$ cat config.mk
export PLATFORM = sky130hd
export DESIGN_NAME = comar_and_sched
export DESIGN_NICKNAME = d
export VERILOG_FILES = /design/src/rtl/comar_sched_pkg.sv /design/src/rtl/comar_lfsr6.sv /design/src/rtl/comar_and_sched.sv
export SDC_FILE = /design/constraint.sdc
export NUM_CORES = 1
export LEC_CHECK = 0
export ABC_AREA = 0
export CORE_MARGIN = 2
export CORE_UTILIZATION = 30
export DETAILED_ROUTE_END_ITERATION = 10
export SETUP_SLACK_MARGIN = 0.4
export SYNTH_ARGS = -nofsm -noshare
export SYNTH_HDL_FRONTEND = slang
export SYNTH_HIERARCHICAL = 1
export SYNTH_SLANG_ARGS = --single-unit
export TNS_END_PERCENT = 5
$ cat constraint.sdc
create_clock -name clk -period 4.17 [get_ports clk]
set_clock_uncertainty 0.15 [all_clocks]
set_input_delay 0.834 -clock clk [delete_from_list [all_inputs] [get_ports clk]]
set_output_delay 0.834 -clock clk [all_outputs]
set_load 0.02 [all_outputs]
$ cat src/rtl/comar_sched_pkg.sv
// Shared constants for the COMAR AND gadget scheduler: LFSR shape, sequencer states, id sizing.
package comar_sched_pkg;

  localparam int unsigned LfsrWidth = 31;
  // x^31 + x^28 + 1 with the newest bit shifted in at bit 0
  localparam int unsigned LfsrTapHi = 30;
  localparam int unsigned LfsrTapLo = 27;
  localparam int unsigned LfsrSteps = 6;

  typedef logic [1:0] sched_state_t;

  localparam sched_state_t StRun   = 2'd0;
  localparam sched_state_t StDrain = 2'd1;
  localparam sched_state_t StSwap  = 2'd2;

  function automatic int unsigned id_width(input int unsigned n);
    return (n <= 2) ? 1 : $clog2(n);
  endfunction

endpackage

$ cat src/rtl/comar_lfsr6.sv
// 31-bit Fibonacci LFSR advanced six steps per cycle; a zero seed or reset value is replaced by 1.
module comar_lfsr6 import comar_sched_pkg::*; #(
  parameter logic [LfsrWidth-1:0] LFSR_SEED = 31'h1
) (
  input  logic                 clk,
  input  logic                 rst_n,
  input  logic                 seed_load,
  input  logic [LfsrWidth-1:0] seed,
  output logic [LfsrWidth-1:0] state
);

  localparam logic [LfsrWidth-1:0] ResetVal = (LFSR_SEED == '0) ? LfsrWidth'(1) : LFSR_SEED;

  logic [LfsrWidth-1:0] state_q, state_adv;

  always_comb begin
    state_adv = state_q;
    for (int unsigned i = 0; i < LfsrSteps; i++) begin
      state_adv = {state_adv[LfsrWidth-2:0], state_adv[LfsrTapHi] ^ state_adv[LfsrTapLo]};
    end
  end

  always_ff @(posedge clk) begin
    if (!rst_n) begin
      state_q <= ResetVal;
    end else if (seed_load) begin
      state_q <= (seed == '0) ? LfsrWidth'(1) : seed;
    end else begin
      state_q <= state_adv;
    end
  end

  assign state = state_q;

endmodule

$ cat src/rtl/comar_and_sched.sv
// Round-robin sequencer for one shared COMAR AND gadget: issues ops, supplies fresh masks,
// tracks the 2-cycle gadget latency and swaps the common output mask after draining.
module comar_and_sched import comar_sched_pkg::*; #(
  parameter int unsigned          NUM_REQ   = 4,
  parameter int unsigned          OPT       = 0,
  parameter logic [LfsrWidth-1:0] LFSR_SEED = 31'h1,
  localparam int unsigned         IdW       = id_width(NUM_REQ)
) (
  input  logic                   clk,
  input  logic                   rst_n,
  input  logic                   seed_load,
  input  logic [LfsrWidth-1:0]   seed,
  input  logic [NUM_REQ-1:0]     req_valid,
  input  logic [2*NUM_REQ-1:0]   req_a,
  input  logic [2*NUM_REQ-1:0]   req_b,
  output logic [NUM_REQ-1:0]     req_ready,
  input  logic                   remask_req,
  output logic                   remask_done,
  output logic [1:0]             g_a,
  output logic [1:0]             g_b,
  output logic [5:0]             g_r,
  output logic                   g_common_out,
  input  logic [1:0]             g_c,
  output logic                   rsp_valid,
  output logic [IdW-1:0]         rsp_id,
  output logic [1:0]             rsp_c
);

  logic [LfsrWidth-1:0] lfsr;
  sched_state_t         state_q, state_d;
  logic [IdW-1:0]       rr_q, rr_d, s1_id_q, s2_id_q, win_id;
  logic                 s1_valid_q, s2_valid_q, issued_q, cm_q;
  logic [1:0]           a_hold_q, b_hold_q;
  logic                 issue_ok, grant;
  logic [31:0]          cand;
  logic [NUM_REQ-1:0]   vsh;
  logic [2*NUM_REQ-1:0] a_sh, b_sh;

  comar_lfsr6 #(
    .LFSR_SEED (LFSR_SEED)
  ) u_lfsr (
    .clk       (clk),
    .rst_n     (rst_n),
    .seed_load (seed_load),
    .seed      (seed),
    .state     (lfsr)
  );

  // OPT=1 keeps share 1 unregistered in the gadget, so it needs a free cycle after each issue
  assign issue_ok = rst_n && (state_q == StRun) && !remask_req && !((OPT != 0) && issued_q);

  always_comb begin
    grant  = 1'b0;
    win_id = '0;
    cand   = '0;
    vsh    = '0;
    for (int unsigned k = 0; k < NUM_REQ; k++) begin
      cand = (32'(rr_q) + k) % NUM_REQ;
      vsh  = req_valid >> cand;
      if (issue_ok && !grant && vsh[0]) begin
        grant  = 1'b1;
        win_id = cand[IdW-1:0];
      end
    end
  end

  assign req_ready = grant ? (NUM_REQ'(1) << win_id) : '0;
  assign rr_d      = (win_id == IdW'(NUM_REQ - 1)) ? '0 : win_id + 1'b1;
  assign a_sh      = req_a >> {win_id, 1'b0};
  assign b_sh      = req_b >> {win_id, 1'b0};

  always_comb begin
    if (grant) begin
      g_a = a_sh[1:0];
      g_b = b_sh[1:0];
    end else if ((OPT != 0) && rst_n) begin
      g_a = a_hold_q;
      g_b = b_hold_q;
    end else begin
      g_a = 2'b00;
      g_b = 2'b00;
    end
  end

  always_comb begin
    state_d = state_q;
    case (state_q)
      StRun:   if (remask_req) state_d = StDrain;
      // Nothing issues while draining, so an op in s2 retires this very cycle
      StDrain: if (!s1_valid_q) state_d = StSwap;
      StSwap:  state_d = StRun;
      default: state_d = StRun;
    endcase
  end

  always_ff @(posedge clk) begin
    if (!rst_n) begin
      state_q    <= StRun;
      cm_q       <= 1'b0;
      rr_q       <= '0;
      s1_valid_q <= 1'b0;
      s2_valid_q <= 1'b0;
      s1_id_q    <= '0;
      s2_id_q    <= '0;
      issued_q   <= 1'b0;
      a_hold_q   <= 2'b00;
      b_hold_q   <= 2'b00;
    end else begin
      state_q    <= state_d;
      s1_valid_q <= grant;
      s1_id_q    <= win_id;
      s2_valid_q <= s1_valid_q;
      s2_id_q    <= s1_id_q;
      issued_q   <= grant;
      if (grant) begin
        rr_q     <= rr_d;
        a_hold_q <= g_a;
        b_hold_q <= g_b;
      end
      if (state_q == StSwap) cm_q <= lfsr[LfsrSteps];
    end
  end

  assign g_r          = lfsr[5:0];
  assign g_common_out = cm_q;
  assign remask_done  = rst_n && (state_q == StSwap);
  assign rsp_valid    = rst_n && s2_valid_q;
  assign rsp_id       = s2_id_q;
  assign rsp_c        = g_c;

endmodule

==> results of run 1 <==
==> worst reg2reg max path, stage by stage (launching register included) <==
cell and delay (ns):
dfxtp_1 0.51, inv_1 0.10, a221oi_1 0.34, o221ai_2 0.17, buf_12 0.18, xnor2_1 0.15, a21oi_1 0.08
==> final timing paths <==
path / end / startpoint / cells after the start
hold reg to reg: rsp_id[1] / s1_id_q[1] / 1
setup / recovery: g_a[1] / req_valid[2] / 8
hold / removal: rsp_id[1] / s1_id_q[1] / 1
setup reg to reg: rr_q[1] / rr_q[0] / 6
==> synth_stat cells <==
library cell,number,share of area (%)
xor2_1,1,0.47
dfxtp_1,42,45
and2_1,5,1.7
a311oi_1,1,0.47
a21oi_1,8,2.1
nand2_1,2,0.40
nand4_1,2,0.67
inv_2,1,0.20
nand2b_1,2,0.67
nor2_1,44,8.8
nor2b_2,1,0.47
nor2b_1,1,0.33
o211ai_1,1,0.40
o32a_2,1,0.60
o41ai_1,1,0.47
nor4_1,7,2.3
nand3b_1,1,0.40
buf_6,3,1.8
nor3b_1,3,1.2
clkbuf_1,3,0.60
nor3_2,1,0.53
inv_1,7,1.4
a221oi_1,1,0.47
xnor2_1,7,3.3
mux2i_1,35,19
o21a_1,1,0.40
buf_4,5,2.0
a211oi_1,1,0.40
nor3_1,4,1.1
o22ai_1,4,1.3
o221ai_2,2,1.6
==> report_power, final <==
group	leakage, uW	internal [uW]	switching, uW
logic	0.000808	101	75.8
clock network	0.0000383	115	124
registers	0.000346	425	13.7
==> routing by layer <==
metal	GRT usage, %	wire length, um	up-vias
met1	16.2	2040	741
met2	21.8	2030	67
met4	4.92	65	0
li1	-	-	831
met5	0	0	-
met3	6.06	421	7
==> state kept, by name, indices dropped and copies added (netlist names) <==
register      count
rsp_id            2
s1_valid_q        1
s2_valid_q        1
state_q           2
s1_id_q           2
rr_q              2
u_lfsr/state     31
g_common_out      1
==> logic make-up (layout without fill, tap and decap cells) <==
family                    after synthesis  after routing
AOI/OAI and AO/OA                      21             21
and+or+nand+nor                        73             73
muxes                                  35             35
xor gates and xnor gates                8              8
buffers and inverters                  19             94
DFF                                    42             42
==> cells in the final DEF, fill, tap and decap left out, drive strengths merged <==
master         instances
clkdlybuf4s50         69
nor2                  44
dfxtp                 42
mux2i                 35
a21oi                  8
inv                    8
xnor2                  7
nor4                   7
clkbuf                 7
buf                    7
and2                   5
nor3                   5
o22ai                  4
nor3b                  3
nand2b                 2
o221ai                 2
nand2                  2
dlymetal6s2s           2
nand4                  2
nor2b                  2
a221oi                 1
o21a                   1
o41ai                  1
a211oi                 1
a311oi                 1
o211ai                 1
dlygate4sd2            1
xor2                   1
nand3b                 1
o32a                   1
==> area by class of cell <==
cell class                      instances  area [um^2]
Tap cell                               75         93.8
Multi-Input combinational cell        137          928
Timing Repair Buffer                   79          787
Fill cell                             627         3230
Clock buffer                            7         76.3
Sequential cell                        42          841
Inverter                                8         30.0
==> repair_timing <==
action,in CTS,in global routing
endpoints found under the setup margin,8,8
gates resized for setup,1,3
hold buffers,0,0
endpoints found under the hold margin,0,0
pin swaps,0,1
buffers inserted,0,0
==> stage by stage <==
stage | setup WS (ns) | util, % | std cells | cell area [um^2] | power, uW
3_5_place_dp | 0.195 | 44.6 | 341 | 2670 | 626
4_1_cts | 0.202 | 45.8 | 348 | 2750 | 872
3_3_place_gp | 0.223 | 44.6 | 341 | 2670 | 627
6_report | 0.213 | 46.0 | 348 | 2760 | 855
5_1_grt | 0.0562 | 46.0 | 348 | 2760 | 905
2_1_floorplan | 1.15 | - | 198 | 1880 | 535
==> results.py, run 1 <==
metrics = {
    "status": {
        "status": "completed",
    },
    "worst_setup_path": {
        "critPathLaunchType": "primary input",
        "slowest_stage": "clkdlybuf4s50_1",
        "arrival_ns": 2.97,
        "cp_cell_sequence": "clkdlybuf4s50_1 -> nor2b_1 -> nor3_2 -> o221ai_2 -> buf_12 -> mux2i_1 -> o22ai_1 -> clkdlybuf4s50_1",
        "path_delay_family": "buffers and inverters",
        "cp_num_buf_inv": 3,
        "path_common_cell": "clkdlybuf4s50_1",
        "critPathKind": "in -> out",
        "worstPathRequired_ns": 3.19,
        "cpPeakStageDelay_ns": 0.63,
        "regToRegSetupSlack_ns": 2.39,
        "end_kind": "output port",
        "critical_path_peak_fanout": 12,
    },
    "global_route": {
        "grt_pass1_wl_um": 7560,
        "grt_use_total_pct": 13.7,
        "overflow": 0,
        "grt_start_max_net_pins": 38,
        "antenna_found_initial": 0,
        "grt_pass1_vias": 1660,
    },
    "routing": {
        "wl_um": 4550,
        "vias": 1646,
        "ant_nets": 0,
        "avgViaCountPerCell": 4.73,
        "drtIter0Drc": 32,
        "drc": 0,
        "routedWlPerCell_um": 13.1,
        "drt_pass1_iterations": 4,
    },
    "yosys": {
        "synth_simple_gate_area_share_pct": 18.5,
        "synth_warnings": 6,
        "synth_top_family_by_area": "multiplexers",
        "avgSynthCellArea_um2": 9.48,
        "ys_seq_area_share_pct": 44.8,
        "synthesis.nets": 255,
        "synth_compound_area_share_pct": 8.27,
        "synth_fa_ha_area_share_pct": 0,
        "synth-xor-area-share_pct": 3.73,
        "synth_cells": 198,
        "syn-cell-area_mm2": 0.00188,
        "yosysUniqueCellTypes": 31,
        "synthMuxAreaShare_pct": 18.7,
        "ys_ff_latch": 42,
    },
    "power_and_ir_drop": {
        "ir_drop_v": 0.000166,
        "leakagePower_uw": 0.00119,
        "p_per_area_mw_per_mm2": 310,
    },
    "timing": {
        "rsz0062_at_grt": "true",
        "finalMaxSlewViolations": 0,
        "hold_viol": 0,
        "finalSetupViolations": 0,
        "worst_pin_slew_ns": 0.912,
        "holdWs_ns": 0.289,
        "tns_ns": 0,
        "post-route-period-util_pct": 94.9,
        "fin_crit_ns": 3.96,
        "slew_headroom_pct": 39.2,
        "fmax_ghz": 0.253,
    },
    "floorplanning": {
        "start_util_pct": 31.3,
        "dieArea_mm2": 0.00690,
        "core_mm2": 0.00599,
        "dieWidth_um": 83.1,
        "die_height_um": 83.1,
        "ios": 78,
        "rows": 28,
    },
    "cells_and_area": {
        "nets": 330,
        "area_growth_pct": 46.9,
        "drive_gt1_share_pct": 6.96,
        "antennaDiodeCount": 0,
    },
    "cts": {
        "cts_buffer_depth": 2,
        "cts_sinks": 42,
        "cts_buffers": 5,
        "clk_latency_ns": 0.29,
        "clockRootBuffer": "clkbuf_8",
        "cts.htree.levels": 2,
        "cts.clk_slew.worst_paths_ns": 0.07,
        "tritoncts": "yes",
    },
    "placed_design": {
        "dpl.hpwl_um": 3420,
        "gp_congestion": 0.746,
        "port_buffers": 73,
    },
    "worst_hold_path": {
        "hold_path.class": "reg -> reg",
    },
    "run": {
        "maxCapViolCount": 0,
    },
}
(Power assumes the default switching activity.)
==> run 2, diff against run 1 <==
--- a/config.mk
+++ b/config.mk
@@ -9,6 +9,7 @@
 export CORE_MARGIN = 2
 export CORE_UTILIZATION = 30
 export DETAILED_ROUTE_END_ITERATION = 10
+export DONT_BUFFER_PORTS = 1
 export SETUP_SLACK_MARGIN = 0.4
 export SYNTH_ARGS = -nofsm -noshare
 export SYNTH_HDL_FRONTEND = slang
==> run 2 against run 1 <==
Sequential share of layout area rose by 12 points. Critical path depth fell by 3. Critical path type is now reg -> out. Register-to-register slack got worse by 0.20 ns. Hold slack barely moved. Critical endpoint is now g_b[0]. Maximum frequency rose by 20%.
==> results.py, run 2 (same netlist as run 1, synthesis figures left out) <==
metrics = {
    "status": {
        "status": "completed",
    },
    "routing": {
        "drc": 0,
        "routedWlPerCell_um": 14.9,
        "drt_pass1_iterations": 4,
        "vias": 1341,
        "drtIter0Drc": 61,
        "ant_nets": 0,
        "wl_um": 4010,
        "avgViaCountPerCell": 4.97,
    },
    "global_route": {
        "grt_pass1_vias": 1360,
        "grt_pass1_wl_um": 6520,
        "grt_use_total_pct": 11.8,
        "overflow": 0,
        "grt_start_max_net_pins": 38,
        "antenna_found_initial": 0,
    },
    "cts": {
        "post_cts_buffers": 0,
        "tritoncts": "yes",
        "cts_buffer_depth": 2,
        "cts.htree.levels": 2,
        "cts-resized-gates": 0,
        "cts.clk_slew.worst_paths_ns": 0.07,
        "clockRootBuffer": "clkbuf_8",
        "cts_buffers": 5,
        "clk_latency_ns": 0.29,
        "cts_hold_buf": 0,
        "cts_sinks": 42,
    },
    "cells_and_area": {
        "antennaDiodeCount": 0,
        "drive_gt1_share_pct": 6.67,
        "final_cell_mix": "nor2_1 (44), dfxtp_1 (42), mux2i_1 (35)",
        "nets": 251,
        "final_common_cell": "nor2_1",
        "fin_util_pct": 33.0,
        "area_growth_pct": 5.20,
        "largest_register_ffs": 31,
    },
    "worst_setup_path": {
        "critical_path_peak_fanout": 12,
        "cpPeakStageDelay_ns": 0.53,
        "arrival_ns": 2.32,
        "slowest_stage": "dfxtp_1",
        "path_delay_family": "compound AO/OA/AOI/OAI gates",
        "cp_num_buf_inv": 1,
        "critPathLaunchType": "flip-flop",
        "critPathKind": "reg -> out",
        "cp_cell_sequence": "inv_1 -> a221oi_1 -> o221ai_2 -> mux2i_1 -> o22ai_1",
        "end_kind": "output port",
        "worstPathRequired_ns": 3.19,
    },
    "floorplanning": {
        "rows": 28,
        "dieArea_mm2": 0.00690,
        "start_util_pct": 31.3,
        "ios": 78,
        "core_mm2": 0.00599,
        "die_height_um": 83.1,
        "dieWidth_um": 83.1,
    },
    "timing": {
        "rsz0062_at_grt": "false",
        "fin_crit_ns": 3.30,
        "tns_ns": 0,
        "slew_headroom_pct": 37.5,
        "finalMaxSlewViolations": 0,
        "worst_pin_slew_ns": 0.936,
        "finalSetupViolations": 0,
        "fmax_ghz": 0.303,
        "hold_viol": 0,
        "post-route-period-util_pct": 79.2,
    },
    "worst_hold_path": {
        "hold_path.class": "reg -> reg",
    },
    "power_and_ir_drop": {
        "ir_drop_v": 0.000137,
        "leakagePower_uw": 0.000848,
        "p_per_area_mw_per_mm2": 394,
    },
    "placed_design": {
        "port_buffers": 0,
        "dpl.hpwl_um": 3060,
        "gp_congestion": 0.753,
    },
    "run": {
        "maxCapViolCount": 0,
    },
}
[run 2: path summary, 6_finish.rpt]
path | cells past startpoint | endpoint | startpoint | slack [ns]
worst min-delay path | 1 | rsp_id[1] | s1_id_q[1] | 0.29
worst min register to register | 1 | rsp_id[1] | s1_id_q[1] | 0.29
worst max-delay path | 5 | g_b[0] | rr_q[0] | 0.87
worst max register to register | 5 | rr_q[1] | rr_q[0] | 2.19
[run 2: worst register-to-register path: cells and delay by family, from the launching register on]
family	cells	cell delay, ns
AOI/OAI and AO/OA	3	0.89
DFF	1	0.53
xor gates and xnor gates	1	0.24
buffers and inverters	1	0.11
[run 2: final cells by class]
cell class / instances / area, um^2
Fill cell: 646 / 4020
Multi-Input combinational cell: 137 / 923
Sequential cell: 42 / 841
Tap cell: 75 / 93.8
Clock buffer: 6 / 72.6
Inverter: 8 / 30.0
Clock inverter: 2 / 13.8
[run 2: metal layers]
| metal | GRT usage [%] | vias to the layer above | part of all wire (%) |
|---|---|---|---|
| met5 | 0 | - | 0 |
| met4 | 3.58 | 0 | 0.72 |
| met1 | 13.6 | 597 | 41 |
| met3 | 5.17 | 3 | 10 |
| met2 | 19.9 | 68 | 48 |
| li1 | - | 673 | - |
[run 2: per-stage QoR]
step | instances | power [uW] | hold slack, ns | instance area, um^2 | worst slack, ns
final | 270 | 778 | 0.289 | 1970 | 0.869
after global routing | 270 | 820 | 0.306 | 1970 | 0.689
after CTS | 270 | 791 | 0.294 | 1970 | 0.852
after detailed placement | 262 | 536 | 0.275 | 1890 | 0.864
after global placement | 262 | 535 | 0.270 | 1890 | 0.888
after floorplan | 198 | 535 | 0.262 | 1880 | 1.15
[run 2: power by group]
group	internal (uW)	total [uW]	switching, uW
logic	39.3	79.5	40.2
clock network	118	252	134
registers	425	446	21.0
total	582	778	196
==> run 3, diff against run 2 <==
==> constraint.sdc (replaced) <==
create_clock -name clk -period 3.1 [get_ports clk]
set_clock_uncertainty 0.15 [all_clocks]
set_input_delay 0.62 -clock clk [delete_from_list [all_inputs] [get_ports clk]]
set_output_delay 0.62 -clock clk [all_outputs]
set_load 0.02 [all_outputs]
==> run 3 against run 2 <==
Clock power rose by 46%. Total power rose by 42%. Combinational power rose by 67%. Non-clock buffer count rose by 9. Critical path depth rose by 1. Count of clock-buffer cells in the layout did not move. Sequential power rose by 35%. Via count rose by 5.1%. Hold slack improved by 0.0011 ns.
==> results.py, run 3 (same netlist as run 1, synthesis figures left out) <==
metrics = {
    "status": {
        "status": "completed",
    },
    "routing": {
        "avgViaCountPerCell": 5.03,
        "drt_pass1_iterations": 5,
        "drtIter0Drc": 40,
        "ant_nets": 0,
        "drc": 0,
        "wl_um": 4490,
        "vias": 1409,
        "routedWlPerCell_um": 16.0,
    },
    "run": {
        "maxCapViolCount": 0,
    },
    "timing": {
        "fmax_ghz": 0.377,
        "finalSetupViolations": 0,
        "slew_headroom_pct": 39.7,
        "holdWs_ns": 0.290,
        "hold_viol": 0,
        "fin_crit_ns": 2.66,
        "tns_ns": 0,
        "rsz0062_at_grt": "false",
        "post-route-period-util_pct": 85.7,
        "worst_pin_slew_ns": 0.904,
        "finalMaxSlewViolations": 0,
    },
    "power_and_ir_drop": {
        "ir_drop_v": 0.000220,
        "total_power_uw": 1100,
        "p_per_area_mw_per_mm2": 512,
        "leakagePower_uw": 0.000917,
    },
    "cts": {
        "tritoncts": "yes",
        "clk_latency_ns": 0.30,
        "cts_sinks": 42,
        "cts.clk_slew.worst_paths_ns": 0.08,
        "cts_buffer_depth": 2,
        "cts.htree.levels": 2,
        "clockRootBuffer": "clkbuf_8",
        "cts_buffers": 5,
    },
    "placed_design": {
        "dpl.hpwl_um": 3020,
        "dpl.cell_count": 266,
        "gp_congestion": 0.740,
        "port_buffers": 0,
    },
    "cells_and_area": {
        "drive_gt1_share_pct": 16.6,
        "fin_cells": 280,
        "nets": 261,
        "final_cell_mix": "nor2_1 (44), dfxtp_1 (40), mux2i_1 (35)",
        "final_common_cell": "nor2_1",
        "area_growth_pct": 14.6,
        "fin_util_pct": 35.9,
        "largest_register_ffs": 31,
        "num-fill-cells": 622,
        "antennaDiodeCount": 0,
    },
    "worst_hold_path": {
        "hold_end": "rsp_id[1]",
        "min_from": "s1_id_q[1]",
        "whs_path_depth": 1,
        "hold_path.class": "reg -> reg",
    },
    "global_route": {
        "antenna_found_initial": 0,
        "overflow": 0,
        "grt_pass1_wl_um": 6490,
        "grt_start_max_net_pins": 38,
        "grt_use_total_pct": 12.1,
        "grt_pass1_vias": 1317,
    },
    "worst_setup_path": {
        "reg2reg_depth": 7,
        "rr_startpoint": "state_q[1]",
        "critical_path_peak_fanout": 8,
        "arrival_ns": 1.89,
        "critPathLaunchType": "flip-flop",
        "worstPathRequired_ns": 2.33,
        "regToRegSetupSlack_ns": 1.39,
        "critPathKind": "reg -> out",
        "end_kind": "output port",
        "reg2reg_to": "rr_q[1]",
    },
    "floorplanning": {
        "dieArea_mm2": 0.00690,
        "core_mm2": 0.00599,
        "die_height_um": 83.1,
        "dieWidth_um": 83.1,
        "ios": 78,
        "start_util_pct": 31.3,
        "rows": 28,
    },
}
run 3: timing repair:
item                       CTS  global route
buffers inserted             0             5
setup endpoints to repair    8             7
cloned                       0             1
gates resized for setup      8             9
hold buffers                 0             0
pin swaps                    0             5
run 3: power by group:
part,switching (uW),internal [uW],total [uW]
Clock,189,179,368
Sequential,29.1,572,601
Combinational,66.2,66.4,133
run 3: final cells by class:
cell class	count	area, um^2	share of cell area (%)
multi-input combinational	138	1010	47.1
sequential	42	848	39.4
tap	75	93.8	4.36
clock buffer	6	82.6	3.84
timing repair buffer	9	67.6	3.14
inverter	8	32.5	1.51
clock inverter	2	12.5	0.582
run 3: worst max-delay path by stage:
| stage | end | slack (ns) | startpoint | cells past startpoint |
|---|---|---|---|---|
| after floorplan | req_ready[0] | 0.51 | req_valid[2] | 6 |
| after global placement | g_b[1] | 0.31 | req_valid[2] | 5 |
| after detailed placement | g_b[1] | 0.28 | req_valid[2] | 5 |
| after CTS | g_a[0] | 0.38 | rr_q[0] | 6 |
| after global routing | g_a[0] | 0.37 | rr_q[0] | 6 |
| final | g_a[0] | 0.44 | rr_q[0] | 6 |
run 3: metal layers:
layer  wire, um  vias up  track usage, %
met5          0        -               0
met4        103        0            5.81
met2       2190       68            19.8
met1       1720      635            13.7
met3        476        9            5.07
li1           -      697               -
run 3: per-stage QoR:
stage | worst slack (ns) | instance area, um^2
after floorplan | 0.509 | 1880
after global placement | 0.313 | 1920
after detailed placement | 0.281 | 1920
after CTS | 0.381 | 2060
after global routing | 0.374 | 2150
final | 0.444 | 2150
run 3: critical path, cell delays in order, from the launching register on:
cell      delay [ns]
dfxtp_4         0.41
inv_4           0.05
a221oi_4        0.39
o221ai_4        0.24
mux2i_1         0.16
o22ai_1         0.18
buf_4           0.17
